## src/rtl/id_ex_stage_reg.sv

```systemverilog
`default_nettype none
// ============================================================================
// Module   : id_ex_stage_reg
// Brief    : ID/EX pipeline register with 2-entry skid, flush and bubble count
// Revision : 1.0
// ============================================================================
module id_ex_stage_reg #(
  parameter int CTRL_W    = 10,
  parameter int DATA_W    = 26,
  parameter int GATE_CTRL = 1,
  parameter int CNT_W     = 16
) (
  input  logic              clk,
  input  logic              rst,
  input  logic              in_valid,
  output logic              in_ready,
  input  logic [CTRL_W-1:0] in_ctrl,
  input  logic [DATA_W-1:0] in_data,
  output logic              out_valid,
  input  logic              out_ready,
  output logic [CTRL_W-1:0] out_ctrl,
  output logic [DATA_W-1:0] out_data,
  input  logic              flush,
  output logic [CNT_W-1:0]  bubble_cnt,
  input  logic              bubble_clr
);

  logic              r_out_valid;
  logic              r_skid_valid;
  logic              r_in_ready;
  logic [CTRL_W-1:0] r_main_ctrl;
  logic [CTRL_W-1:0] r_skid_ctrl;
  logic [DATA_W-1:0] r_main_data;
  logic [DATA_W-1:0] r_skid_data;
  logic [CNT_W-1:0]  r_bubble_cnt;

  logic w_accept;
  logic w_main_free;

  assign w_accept    = in_valid & r_in_ready;
  assign w_main_free = ~r_out_valid | out_ready;

  always_ff @(posedge clk) begin
    if (!rst) begin
      r_out_valid  <= 1'b0;
      r_skid_valid <= 1'b0;
      r_in_ready   <= 1'b1;
      r_main_ctrl  <= '0;
      r_main_data  <= '0;
      r_skid_ctrl  <= '0;
      r_skid_data  <= '0;
    end else if (flush) begin
      // out_data deliberately keeps its value; only control is scrubbed
      r_out_valid  <= 1'b0;
      r_skid_valid <= 1'b0;
      r_in_ready   <= 1'b1;
      r_main_ctrl  <= '0;
    end else if (w_main_free && r_skid_valid) begin
      r_out_valid  <= 1'b1;
      r_main_ctrl  <= r_skid_ctrl;
      r_main_data  <= r_skid_data;
      r_skid_valid <= w_accept;
      r_in_ready   <= ~w_accept;
      if (w_accept) begin
        r_skid_ctrl <= in_ctrl;
        r_skid_data <= in_data;
      end
    end else if (w_main_free) begin
      r_out_valid <= w_accept;
      r_in_ready  <= 1'b1;
      if (w_accept) begin
        r_main_ctrl <= in_ctrl;
        r_main_data <= in_data;
      end
    end else if (w_accept) begin
      r_skid_valid <= 1'b1;
      r_in_ready   <= 1'b0;
      r_skid_ctrl  <= in_ctrl;
      r_skid_data  <= in_data;
    end
  end

  always_ff @(posedge clk) begin
    if (!rst || bubble_clr) begin
      r_bubble_cnt <= '0;
    end else if (!r_out_valid && (r_bubble_cnt != {CNT_W{1'b1}})) begin
      r_bubble_cnt <= r_bubble_cnt + {{(CNT_W-1){1'b0}}, 1'b1};
    end
  end

  generate
    if (GATE_CTRL != 0) begin : g_gate_ctrl
      assign out_ctrl = r_out_valid ? r_main_ctrl : '0;
    end else begin : g_raw_ctrl
      assign out_ctrl = r_main_ctrl;
    end
  endgenerate

  assign in_ready   = r_in_ready;
  assign out_valid  = r_out_valid;
  assign out_data   = r_main_data;
  assign bubble_cnt = r_bubble_cnt;

endmodule
`default_nettype wire

```

## config.mk

```make
export PLATFORM = sky130hd
export DESIGN_NAME = id_ex_stage_reg
export DESIGN_NICKNAME = d
export VERILOG_FILES = /design/src/rtl/id_ex_stage_reg.sv
export SDC_FILE = /design/constraint.sdc
export NUM_CORES = 1
export LEC_CHECK = 0
export CAP_MARGIN = 20
export CORE_ASPECT_RATIO = 0.6
export CORE_MARGIN = 4
export CORE_UTILIZATION = 38
export CTS_CLUSTER_DIAMETER = 80
export DETAILED_ROUTE_END_ITERATION = 7
export PLACE_DENSITY = 0.66
export SYNTH_ARGS = -nofsm -noshare
export SYNTH_HDL_FRONTEND = slang
export SYNTH_SLANG_ARGS = --single-unit
export TNS_END_PERCENT = 30
```

## constraint.sdc

```tcl
create_clock -name clk -period 1.85 [get_ports clk]
set_clock_uncertainty 0.2 [all_clocks]
set_input_delay 0.37 -clock clk [delete_from_list [all_inputs] [get_ports clk]]
set_output_delay 0.37 -clock clk [all_outputs]
set_load 0.005 [all_outputs]
```

After elaboration in Yosys (flattened, before gate mapping)

Cells that the tools add are included.

Add/sub/neg operators: 1
Reduce and logical (&&, ||, !) cells: 13
Bitwise logic cells: 6
Muxes and demuxes: 21
Equal/unequal tests: 2

Operators with widths:

| operator                                               | count |
|---|---|
| 2-to-1 mux 26 bit                                      | 6 |
| 2-to-1 mux 10 bit                                      | 7 |
| adder 16 x 1 -> 16 bit (second input constant)         | 1 |
| inequality test 16 bit (second input constant)         | 1 |
| 2-to-1 mux 1 bit                                       | 8 |
| AND reduction 2 bit                                    | 3 |
| NOT 1 bit                                              | 4 |
| nonzero test 2 bit                                     | 2 |
| AND reduction 3 bit                                    | 1 |
| nonzero test 3 bit                                     | 1 |
| logical AND 1 bit                                      | 2 |
| logical NOT 1 bit                                      | 2 |
| inequality test 2 x 1 -> 1 bit (second input constant) | 1 |
| OR reduction 2 bit                                     | 1 |
| AND 1 bit                                              | 1 |
| logical OR 1 bit                                       | 1 |
| OR 1 bit                                               | 1 |

Input port bits: 42
Bits in registers: 91
Logic and storage cells: 51

Longest topological paths before layout

Gate-level depths: netlist (run 1).

Word-level depth: 5
Gate-level depth with buffers: 7
Gate-level depth less buffers: 5

Worst setup path after synthesis (run 1)

No wires, ideal clock.

Path kind: input -> register
Start: input out_ready
End: register r_main_data[10], in the netlist out_data[10]
Cell stages on the path: 6
Setup time: 0.116 ns
Arrival: 1.643 ns
Slack: -0.110 ns
Buffers on the path: 2
Cell sequence: nand2b_1 > buf_2 > nand2_1 > buf_2 > mux2_2 > o211a_1

Word-level cells in the longest chain between the ends: 4
Elaborated cells on any way between the ends: 6
Those cells by class: mux: 1; bitwise: 1; reduce/logical: 4

Ends and longest elaborated chain:

| what                          | line | text |
|---|---|---|
| start, declared               | 20   | `input logic out_ready,` |
| OR 1 bit (*)                  | 41   | `assign w_main_free = ~r_out_valid \| out_ready;` |
| logical AND 1 bit             | 58   | `end else if (w_main_free && r_skid_valid) begin` |
| nonzero test 2 bit (no line)  | --   |  |
| AND reduction 3 bit (no line) | --   |  |
| end signal, assigned          | 61   | `r_main_data <= r_skid_data;` |
| end signal, assigned          | 73   | `r_main_data <= in_data;` |
| end, declared                 | 33   | `logic [DATA_W-1:0] r_main_data;` |

Every way passes the cells marked *; elsewhere a longest branch is shown, timed or not.
A chain may end at the register's enable or synchronous reset.

Final worst setup path (run 1)

Start: register r_out_valid, in the netlist out_valid
End: register r_bubble_cnt[6], in the netlist bubble_cnt[6]

Word-level cells in the longest chain between the ends: 2

Ends and longest elaborated chain:

| what                   | line | text |
|---|---|---|
| start, declared        | 28   | `logic r_out_valid;` |
| start signal, assigned | 69   | `r_out_valid <= w_accept;` |
| logical NOT 1 bit      | 86   | `end else if (!r_out_valid && (r_bubble_cnt != {CNT_W{1'b1}})) begin` |
| logical AND 1 bit      | 86   |  |
| end signal, assigned   | 87   | `r_bubble_cnt <= r_bubble_cnt + {{(CNT_W-1){1'b0}}, 1'b1};` |
| end, declared          | 35   | `logic [CNT_W-1:0] r_bubble_cnt;` |

Every way passes these cells.

==> results by group, run 1 <==
Global route
  – Grt ovf: 0
  – First-pass GRT wire length: 18100 um
  – Total GRT Usage: 17.9%
  – Largest net degree at the start of global routing: 53
  – Initial antenna violation count: 0
  – Vias in the first global route: 3589

Logic synthesis
  – Cell accounting for the most synthesized area: dfxtp_1
  – Sequential-to-total area share from yosys stat: 43.8%
  – EDFF count, synth: 0
  – Synth area leaders: dfxtp_1, nand2_1, mux2_2, o211a_1, a21boi_0
  – Synthesized area: 4160 um^2
  – Cell variety after synth: 46
  – Synth Net Count: 503
  – Synth Warn #: 0
  – Synth Instances: 460
  – Yosys top cell area share: 43.8%
  – Synth async-reset ratio: 0%
  – Avg Cell Area, Syn: 9.04 um^2
  – Dominant synthesized flop cell: dfxtp_1
  – Register bit total from synthesis: 91

Floorplanning
  – Die Width: 143 um
  – Starting Density: 39.1%
  – Die Footprint: 12700 um^2
  – Row count: 29
  – Die Span Y: 89.0 um
  – Ports: 96
  – Core area: 10600 um^2

Pwr
  – Maximum vdd drop: 449 uV
  – Leakage: 2.61 nW
  – Cell Pwr Density: 727 nW/um^2

Placement
  – Dpl ws: -361 ps
  – Dpl hpwl: 7830 um
  – GPL Wtd Cong: 0.855
  – I/O Buffers: 95
  – Placed instance area: 5520 um^2
  – DP Cell Count: 703

Layout
  – Cell Count, Final, Fillers Out: 728
  – Fin util: 56.7%
  – # nets final: 627
  – Most common cell after layout, fill and taps aside: nand2_1
  – Layout cell share with drive strength beyond 1: 23.6%
  – P&R area growth vs syn: 45.1%
  – Most frequent cells in the layout: nand2_1, dfxtp_1, clkdlybuf4s50_1, buf_4, nand2b_1
  – Antenna diodes: 0
  – Finished Cell Area: 6030 um^2

Worst setup path
  – Worst EP required: 1920 ps
  – WS Path Type: reg -> reg
  – Crit path DAT: 1970 ps
  – CP Max Fanout: 8
  – Worst R2R Path Depth: 4
  – Critical path's slowest cell: or4_4
  – Reg2reg setup slack: -50 ps
  – Setup crit end kind: register
  – Worst r2r dst: bubble_cnt[6]$_SDFFE_PP0P_
  – Critical Path Most Common Cell: or4_4
  – CP cell instances: buf_6, or4_4, or4_4, nand2_2
  – CP startpoint kind: register
  – CP max stage delay: 550 ps
  – Reg2reg start: out_valid$_SDFFE_PP0P_

CTS
  – Largest buffer count on any clock path: 2
  – CTS Hold Bufs: 0
  – Clk_lat worst skew: 330 ps
  – CTS root buffer: clkbuf_16
  – Cts bufs inserted: 9
  – Reg clk slew, reported paths: 60 ps
  – TritonCTS clock tree: yes
  – Clock Sinks: 91
  – Htree depth: 3

Drt
  – Drt wl/cell: 16.0 um
  – Initial DRC Count: 234
  – Vias per std cell: 5.19
  – Wirelength, routed: 11600 um
  – First-pass iteration count of the detailed router: 5
  – Routed via count: 3775
  – Post-DRT Antenna Nets: 0
  – DRC: 0

Timing
  – Max Slew Vio Count: 0
  – Unrepaired setup endpoints after global routing: yes
  – Setup WS post-layout: -52.1 ps
  – Final Cycle Share: 103%
  – Max Clk Rate: 0.526 GHz
  – Final setup vio count: 4
  – Hold Fails Final Rpt: 0
  – Slew margin rel.: 71.2%
  – Worst Tran Pin Value: 429 ps
  – Min Clock Period, post-route: 1900 ps
  – Fin Setup TNS: -106 ps

Min path
  – Hold_sp: r_skid_data[11]$_SDFFE_PN0P_
  – Worst hold path class: reg -> reg
  – Hold depth: 2
  – Min-Delay Endpoint: r_skid_data[11]$_SDFFE_PN0P_

Outcome
  – Status: finished, violations left
  – Violated checks: negative setup slack

Run
  – Max Cap Violations: 0
==> worst max-delay path by stage <==
stage	from	to	slack [ps]
global placement	out_ready	out_data[15]$_SDFFE_PN0P_	-350
detailed placement	out_ready	r_skid_data[8]$_SDFFE_PN0P_	-360
finish	out_valid$_SDFFE_PP0P_	bubble_cnt[6]$_SDFFE_PP0P_	-50
global route	out_valid$_SDFFE_PP0P_	bubble_cnt[6]$_SDFFE_PP0P_	-70
floorplan	bubble_cnt[2]$_SDFFE_PP0P_	bubble_cnt[11]$_SDFFE_PP0P_	-20
CTS	out_valid$_SDFFE_PP0P_	bubble_cnt[11]$_SDFFE_PP0P_	-20
==> Yosys cell counts (all sizes together) (2+ instances only) <==
master,n
nor4,2
o21ai,7
mux2,26
a21oi,11
nand4b,2
nand4,5
nor2,17
a211oi,2
and4,4
a31oi,2
nor2b,3
o211a,26
nand2,93
inv,3
nand2b,29
and2,10
clkbuf,22
dfxtp,91
nor3,2
buf,15
or4,6
nand3,13
o31ai,4
or3,7
a21boi,36
a311oi,10
==> report_power, final <==
part,leakage [nW],switching (mW),internal (mW)
Sequential,0.749,0.0341,2.02
Clock,0.145,0.765,1.08
Combinational,1.71,0.198,0.290
Total,2.61,0.997,3.39
==> what timing repair did <==
action                                 4_1_cts  5_1_grt
buffers inserted                             4        3
gates cloned                                 0        2
gates resized for setup                     42       34
setup endpoints to repair                   80       53
endpoints found under the hold margin        0        0
pin swaps                                    5        6
==> cells by family after synthesis <==
group                      synth area share, %
AOI/OAI and AO/OA                         19.8
buffers and inverters                     4.75
adders and majority gates                0.541
DFF                                       43.8
xor gates and xnor gates                 0.211
muxes                                     7.04
and+or+nand+nor                           23.8
==> sequential cells by signal (all words and copies together), names as in the netlist <==
name / cells
bubble_cnt: 16
r_skid_valid: 1
r_skid_data: 26
out_data: 26
r_main_ctrl: 10
out_valid: 1
in_ready: 1
r_skid_ctrl: 10
==> worst max-delay path, delay by kind of cell (launching register included) <==
family,cells,cell delay [ps]
buf+inv,1,130
flops,1,350
simple gates,3,1170
==> final cells by class <==
| cell class | instances | area, um^2 |
|---|---|---|
| timing repair buffer | 150 | 1450 |
| tap | 139 | 174 |
| inverter | 3 | 11.3 |
| fill | 922 | 4600 |
| clock buffer | 10 | 239 |
| sequential | 91 | 1850 |
| clock inverter | 6 | 63.8 |
| multi-input combinational | 329 | 2240 |
==> metrics by stage <==
stage / hold WS, ps / total power [mW]
after global placement: 238 / 2.56
after floorplan: 233 / 2.31
after CTS: 252 / 4.43
final: 252 / 4.39
after global routing: 266 / 4.57
after detailed placement: 244 / 2.57
==> routing by layer <==
layer | track usage (%) | vias to the layer above | wire length [um]
met2 | 26.7 | 112 | 4850
met5 | 0 | - | 0
met4 | 4.49 | 0 | 85
met1 | 25.9 | 1782 | 5840
li1 | - | 1874 | -
met3 | 4.60 | 7 | 853
No activity file was read; power rests on OpenSTA's default activity.
==> inputs of run 2 (changes only) <==
Settings changed: HOLD_SLACK_MARGIN set to 0.03.
==> results of run 2 <==
Same layout as run 1: the final DEF is identical, and so are final timing and power.
